--- src/rtl/imem_arbiter.sv ---
// imem_arbiter
// Shares the single instruction-memory read port between the fetch unit
// and a debug/loader read requester. In-flight requests are tracked in an
// in-order ownership FIFO, so each returned word is routed back to whoever
// issued it. IFU responses made stale by a redirect (ifu_flush) are dropped.

module imem_arbiter #(
  parameter int ADDR_W    = 32,
  parameter int DATA_W    = 32,
  parameter int TAG_W     = 32,
  parameter int MAX_OUTST = 4
) (
  input  logic              clk,
  input  logic              rst_n,

  // fetch unit request / redirect / response
  input  logic              ifu_req_valid,
  input  logic [ADDR_W-1:0] ifu_req_addr,
  input  logic [TAG_W-1:0]  ifu_req_tag,
  output logic              ifu_req_ready,
  input  logic              ifu_flush,
  output logic              ifu_rsp_valid,
  output logic [DATA_W-1:0] ifu_rsp_data,
  output logic [TAG_W-1:0]  ifu_rsp_tag,

  // debug / loader request / response
  input  logic              dbg_req_valid,
  input  logic [ADDR_W-1:0] dbg_req_addr,
  input  logic [TAG_W-1:0]  dbg_req_tag,
  output logic              dbg_req_ready,
  output logic              dbg_rsp_valid,
  output logic [DATA_W-1:0] dbg_rsp_data,
  output logic [TAG_W-1:0]  dbg_rsp_tag,

  // instruction memory port
  output logic [ADDR_W-1:0] instr_mem_addr,
  output logic              instr_mem_addr_valid,
  output logic [TAG_W-1:0]  instr_mem_tag_out,
  input  logic [DATA_W-1:0] instr_mem_rdata,
  input  logic              instr_mem_rdata_valid,
  input  logic [TAG_W-1:0]  instr_mem_tag_in,

  // status
  output logic [$clog2(MAX_OUTST):0] outst_cnt,
  output logic              rsp_err
);

  localparam int PTR_W = (MAX_OUTST > 1) ? $clog2(MAX_OUTST) : 1;
  localparam int CNT_W = $clog2(MAX_OUTST) + 1;

  // owner encoding used both in the FIFO and in last_grant
  localparam logic OWN_IFU = 1'b0;
  localparam logic OWN_DBG = 1'b1;

  // ownership FIFO: one owner bit and one kill bit per slot
  logic [MAX_OUTST-1:0] own_q;
  logic [MAX_OUTST-1:0] kill_q;
  logic [PTR_W-1:0]     rd_ptr;
  logic [PTR_W-1:0]     wr_ptr;
  logic [CNT_W-1:0]     cnt_q;

  logic last_grant;
  logic rsp_err_q;

  logic full;
  logic empty;
  logic ifu_elig;
  logic dbg_elig;
  logic grant_ifu;
  logic grant_dbg;
  logic grant;
  logic pop;
  logic spurious;
  logic head_own;
  logic head_kill;

  // Occupancy. A response in the same cycle does not free a slot until the
  // counter actually drops, so "full" only looks at the registered count.
  assign full  = (cnt_q == CNT_W'(MAX_OUTST));
  assign empty = (cnt_q == '0);

  // Eligibility. A redirecting IFU must not issue the fetch it is presenting
  // in the same cycle, since that fetch belongs to the old PC stream.
  // Gating with rst_n keeps the readies low while reset is held.
  assign ifu_elig = rst_n & ifu_req_valid & ~ifu_flush & ~full;
  assign dbg_elig = rst_n & dbg_req_valid & ~full;

  // Round-robin: with both eligible, whoever did not win last time wins.
  assign grant_ifu = ifu_elig & (~dbg_elig | (last_grant == OWN_DBG));
  assign grant_dbg = dbg_elig & ~grant_ifu;
  assign grant     = grant_ifu | grant_dbg;

  assign ifu_req_ready = grant_ifu;
  assign dbg_req_ready = grant_dbg;

  // Request mux toward memory; when nobody is granted the IFU side is shown
  // but addr_valid stays low.
  assign instr_mem_addr_valid = grant;
  assign instr_mem_addr       = grant_dbg ? dbg_req_addr : ifu_req_addr;
  assign instr_mem_tag_out    = grant_dbg ? dbg_req_tag  : ifu_req_tag;

  // Response routing from the FIFO head. A response with nothing
  // outstanding has no owner; it is flagged and otherwise ignored.
  assign pop       = instr_mem_rdata_valid & ~empty;
  assign spurious  = instr_mem_rdata_valid &  empty;
  assign head_own  = own_q[rd_ptr];
  assign head_kill = kill_q[rd_ptr];

  // The flush term covers an IFU entry popped in the very cycle of the
  // redirect: its kill bit would only be written at the clock edge.
  assign ifu_rsp_valid = pop & (head_own == OWN_IFU) & ~head_kill & ~ifu_flush;
  assign dbg_rsp_valid = pop & (head_own == OWN_DBG);

  assign ifu_rsp_data = instr_mem_rdata;
  assign ifu_rsp_tag  = instr_mem_tag_in;
  assign dbg_rsp_data = instr_mem_rdata;
  assign dbg_rsp_tag  = instr_mem_tag_in;

  assign outst_cnt = cnt_q;
  assign rsp_err   = rsp_err_q;

  // FIFO contents: kill marking on redirect, then the new entry on a grant
  // (written last so a freshly pushed slot always starts with kill=0).
  always_ff @(posedge clk or negedge rst_n) begin
    if (!rst_n) begin
      own_q  <= '0;
      kill_q <= '0;
    end else begin
      if (ifu_flush) begin
        for (int i = 0; i < MAX_OUTST; i++) begin
          if (own_q[i] == OWN_IFU) begin
            kill_q[i] <= 1'b1;
          end
        end
      end
      if (grant) begin
        own_q[wr_ptr]  <= grant_dbg;
        kill_q[wr_ptr] <= 1'b0;
      end
    end
  end

  // FIFO pointers and the in-flight counter.
  always_ff @(posedge clk or negedge rst_n) begin
    if (!rst_n) begin
      wr_ptr <= '0;
      rd_ptr <= '0;
      cnt_q  <= '0;
    end else begin
      if (grant) begin
        wr_ptr <= wr_ptr + PTR_W'(1);
      end
      if (pop) begin
        rd_ptr <= rd_ptr + PTR_W'(1);
      end
      case ({grant, pop})
        2'b10:   cnt_q <= cnt_q + CNT_W'(1);
        2'b01:   cnt_q <= cnt_q - CNT_W'(1);
        default: cnt_q <= cnt_q;
      endcase
    end
  end

  // Round-robin memory; starts at dbg so the IFU wins the first contention.
  always_ff @(posedge clk or negedge rst_n) begin
    if (!rst_n) begin
      last_grant <= OWN_DBG;
    end else if (grant) begin
      last_grant <= grant_dbg;
    end
  end

  // Sticky error for responses that arrive with nothing outstanding.
  always_ff @(posedge clk or negedge rst_n) begin
    if (!rst_n) begin
      rsp_err_q <= 1'b0;
    end else if (spurious) begin
      rsp_err_q <= 1'b1;
    end
  end

endmodule

--- config.mk ---
export PLATFORM = sky130hd
export DESIGN_NAME = imem_arbiter
export DESIGN_NICKNAME = d
export VERILOG_FILES = /design/src/rtl/imem_arbiter.sv
export SDC_FILE = /design/constraint.sdc
export NUM_CORES = 1
export LEC_CHECK = 0
export BUFFER_PORTS_ARGS = -buffer_cell sky130_fd_sc_hd__buf_2
export CORE_AREA = 2 2 156 158
export DETAILED_ROUTE_END_ITERATION = 16
export DIE_AREA = 0 0 158 160
export HOLD_SLACK_MARGIN = 0.05
export SLEW_MARGIN = 20
export SYNTH_ARGS = -nofsm -noshare
export SYNTH_HDL_FRONTEND = slang
export SYNTH_SLANG_ARGS = --single-unit
--- constraint.sdc ---
create_clock -name clk -period 2.55 [get_ports clk]
set_clock_uncertainty 0.1 [all_clocks]
set_input_delay 0.255 -clock clk [delete_from_list [all_inputs] [get_ports clk]]
set_output_delay 0.255 -clock clk [all_outputs]
set_load 0.02 [all_outputs]
==> results.cfg <==
[outcome]
status = finished, final reports clean

[detailed_routing]
ant_nets = 0
drc = 0
wirelength_um = 9430
initialDrtViolationCount = 40
num_vias = 2201
via_per_inst = 3.19
wl_per_cell_um = 13.7
first_pass_iters = 4

[synthesis]
synth_fp_nets = 483
synth_seq_cells = 17
yosysTopAreaCell = buf_4
ys_warn_count = 0
synthArstFlopShare_pct = 100
syn_area_um2 = 2900
ys_seq_area_share_pct = 14.7
syn_inst = 279
ys.flop_type = dfrtp_1
synth-edff-count = 0
yosysUniqueCellTypes = 29
synth.area.top_cells = buf_4 (33%), mux2_4 (25%), dfrtp_1 (14%)
syn_avg_cell_area_um2 = 10.4
synth_top_area_share_pct = 33.4

[final_layout]
final_nets = 570
fillers = 2738
final-seq-area_um2 = 427
multi_input_area_um2 = 1320
drive_above_1_share_pct = 79.2
fin_cells = 689
diodes = 0
area_growth_pct = 18.8

[sta]
period_needed_ns = 2.47
max_freq_mhz = 404
finalSetupTns_ns = 0
setup_violations = 0
slew_headroom_pct = 70.4
max_slew.worst_pin.slew_ns = 0.444
rsz0062_at_grt = false
period_share_pct = 97.0
hold_viol = 0
final_max_slew_viol_count = 0

[clocking]
clock_latency_ns = 0.25
htree_num_levels = 1
root_buffer = clkbuf_16
cts_sinks = 17
post-cts-setup-buffers = 0
cts_tree = built
path_clk_slew_ns = 0.05
cts_buffers = 3
clockBufferDepth = 2

[worst_setup_path]
rr_startpoint = outst_cnt[1]
worst_setup_path_start_kind = register
crit_fanout = 41
crit_slowest_cell = or3b_1
cpPeakStageDelay_ns = 0.47
arrival_ns = 2.12
crit_start = outst_cnt[1]
crit_type = register to output pin
worstPathCellList = or3b_1 > o2111ai_4 > buf_12 > mux2_2 > buf_2
cp-end-kind = output pin
required_ns = 2.19

[floorplan]
ios = 399
row_count = 57
initial_utilization_pct = 12.2
chipWidth_um = 158
coreArea_um2 = 23800
die_area_um2 = 25300
die_y_um = 160

[global_routing]
grt_use_total_pct = 6.41
overflow = 0
antenna_found_initial = 1
first_global_vias = 2067
grt_max_degree = 42
grt_first_pass_wirelength_um = 12000

[placement]
io_buffer_count = 206
dp_cells = 681
hpwl_um = 7930
place.gp.congestion = 0.699

[hold_path]
hp-class = input pin to register
hp-start = instr_mem_rdata_valid

[run]
maxCapViolCount = 0

[pwr]
p_leak_nw = 1.84
ir_drop_uv = 549
p_per_area_nw_per_um2 = 645
==> worst max-delay path: cells and delay by family, from the launching register on <==
| kind | cells | cell delay, ns |
|---|---|---|
| compound gates | 1 | 0.14 |
| flops | 1 | 0.37 |
| simple gates | 1 | 0.47 |
| buf+inv | 2 | 0.44 |
| mux | 1 | 0.40 |
==> synth_stat cells, types with 2 or more instances <==
cell type  instances
buf_4            129
mux2_4            49
dfrtp_1           16
mux2_2            16
a21oi_1           13
inv_1             12
buf_12             6
ha_1               5
a31oi_1            4
nor2_1             3
xnor2_1            3
xor2_1             3
and2_1             2
mux4_2             2
nand2_1            2
==> cell families (layout without fill, tap and decap cells) <==
family / count (synthesis) / count (layout) / share of synthesized area [%]
multiplexers: 68 / 68 / 33.5
buffers and inverters: 149 / 235 / 39.7
flip-flops: 17 / 17 / 14.7
AND/OR/NAND/NOR: 11 / 11 / 2.12
AO/OA/AOI/OAI: 22 / 22 / 5.27
XOR/XNOR: 6 / 6 / 1.82
adder cells (fa/ha/maj): 6 / 6 / 2.85
==> final timing paths <==
path / slack, ns / endpoint / depth (start not counted)
max: 0.08 / instr_mem_addr[31] / 5
min: 0.14 / rsp_err / 2
max reg2reg: 0.19 / outst_cnt[2] / 9
min reg2reg: 0.36 / rsp_err / 1
max in group asynchronous: 1.60 / rd_ptr[1] / 3
min in group asynchronous: 0.37 / own_q[3] / 2
==> power by group <==
part | switching (W) | leakage (nW) | internal (W)
Combinational | 0.000727 | 1.61 | 0.000667
Clock | 0.000113 | 0.0409 | 0.000210
Sequential | 0.0000975 | 0.188 | 0.000407
==> state kept, by name (all words and copies together) (netlist names) <==
register,count
kill_q,4
own_q,4
outst_cnt,3
rd_ptr,2
wr_ptr,2
last_grant,1
rsp_err,1
==> per-layer routing <==
layer / up-vias / track usage (%) / wire (µm)
met3: 8 / 5.78 / 1950
met4: 4 / 0.737 / 24
li1: 972 / - / -
met2: 251 / 10.0 / 4040
met1: 966 / 6.34 / 3330
met5: - / 2.98 / 92
==> cells in the final DEF, fill, tap and decap left out <==
cell | Yosys | routed
xor2_1 | 3 | 3
nor3_1 | 1 | 1
nand3b_1 | 1 | 1
o2111ai_4 | 1 | 1
xnor2_1 | 3 | 3
clkinv_2 | 0 | 1
buf_2 | 0 | 206
ha_1 | 5 | 5
a21oi_1 | 13 | 13
dlygate4sd3_1 | 0 | 4
or3b_1 | 1 | 1
o31a_1 | 1 | 1
a21o_1 | 1 | 1
inv_1 | 12 | 12
a221oi_1 | 1 | 1
and2_1 | 2 | 2
a31oi_1 | 4 | 4
buf_4 | 129 | 7
dfstp_2 | 1 | 1
nor2_1 | 3 | 3
nand2_1 | 2 | 2
mux2_2 | 16 | 16
buf_12 | 6 | 2
dfrtp_1 | 16 | 16
mux2i_1 | 1 | 1
mux2_4 | 49 | 49
mux4_2 | 2 | 2
fa_1 | 1 | 1
a21boi_2 | 1 | 1
nor4b_1 | 1 | 1
clkbuf_16 | 0 | 3
==> repair_timing <==
action,CTS,global route
hold buffers,4,0
gates resized for setup,0,0
endpoints found under the hold margin,16,0
==> layout make-up <==
class	instances	area share (%)
Timing Repair Buffer	219	33.8
Sequential cell	17	12.4
Inverter	12	1.31
Multi-Input combinational cell	113	38.4
Clock inverter	1	0.145
Clock buffer	3	2.18
Tap cell	324	11.8
==> metrics by stage <==
step / instance area, µm² / total power, W / setup slack (ns) / hold slack [ns] / util (%)
global route: 3440 / 0.00239 / 0.00520 / 0.165 / 14.4
finish: 3440 / 0.00222 / 0.0765 / 0.142 / 14.4
floorplan: 2900 / 0.00176 / 0.0706 / -0.141 / -
global placement: 3320 / 0.00188 / 0.211 / 0.00712 / 13.9
CTS: 3440 / 0.00225 / 0.0398 / 0.152 / 14.4
detailed placement: 3320 / 0.00191 / 0.185 / 0.00853 / 13.9
(Power assumes the default switching activity.)
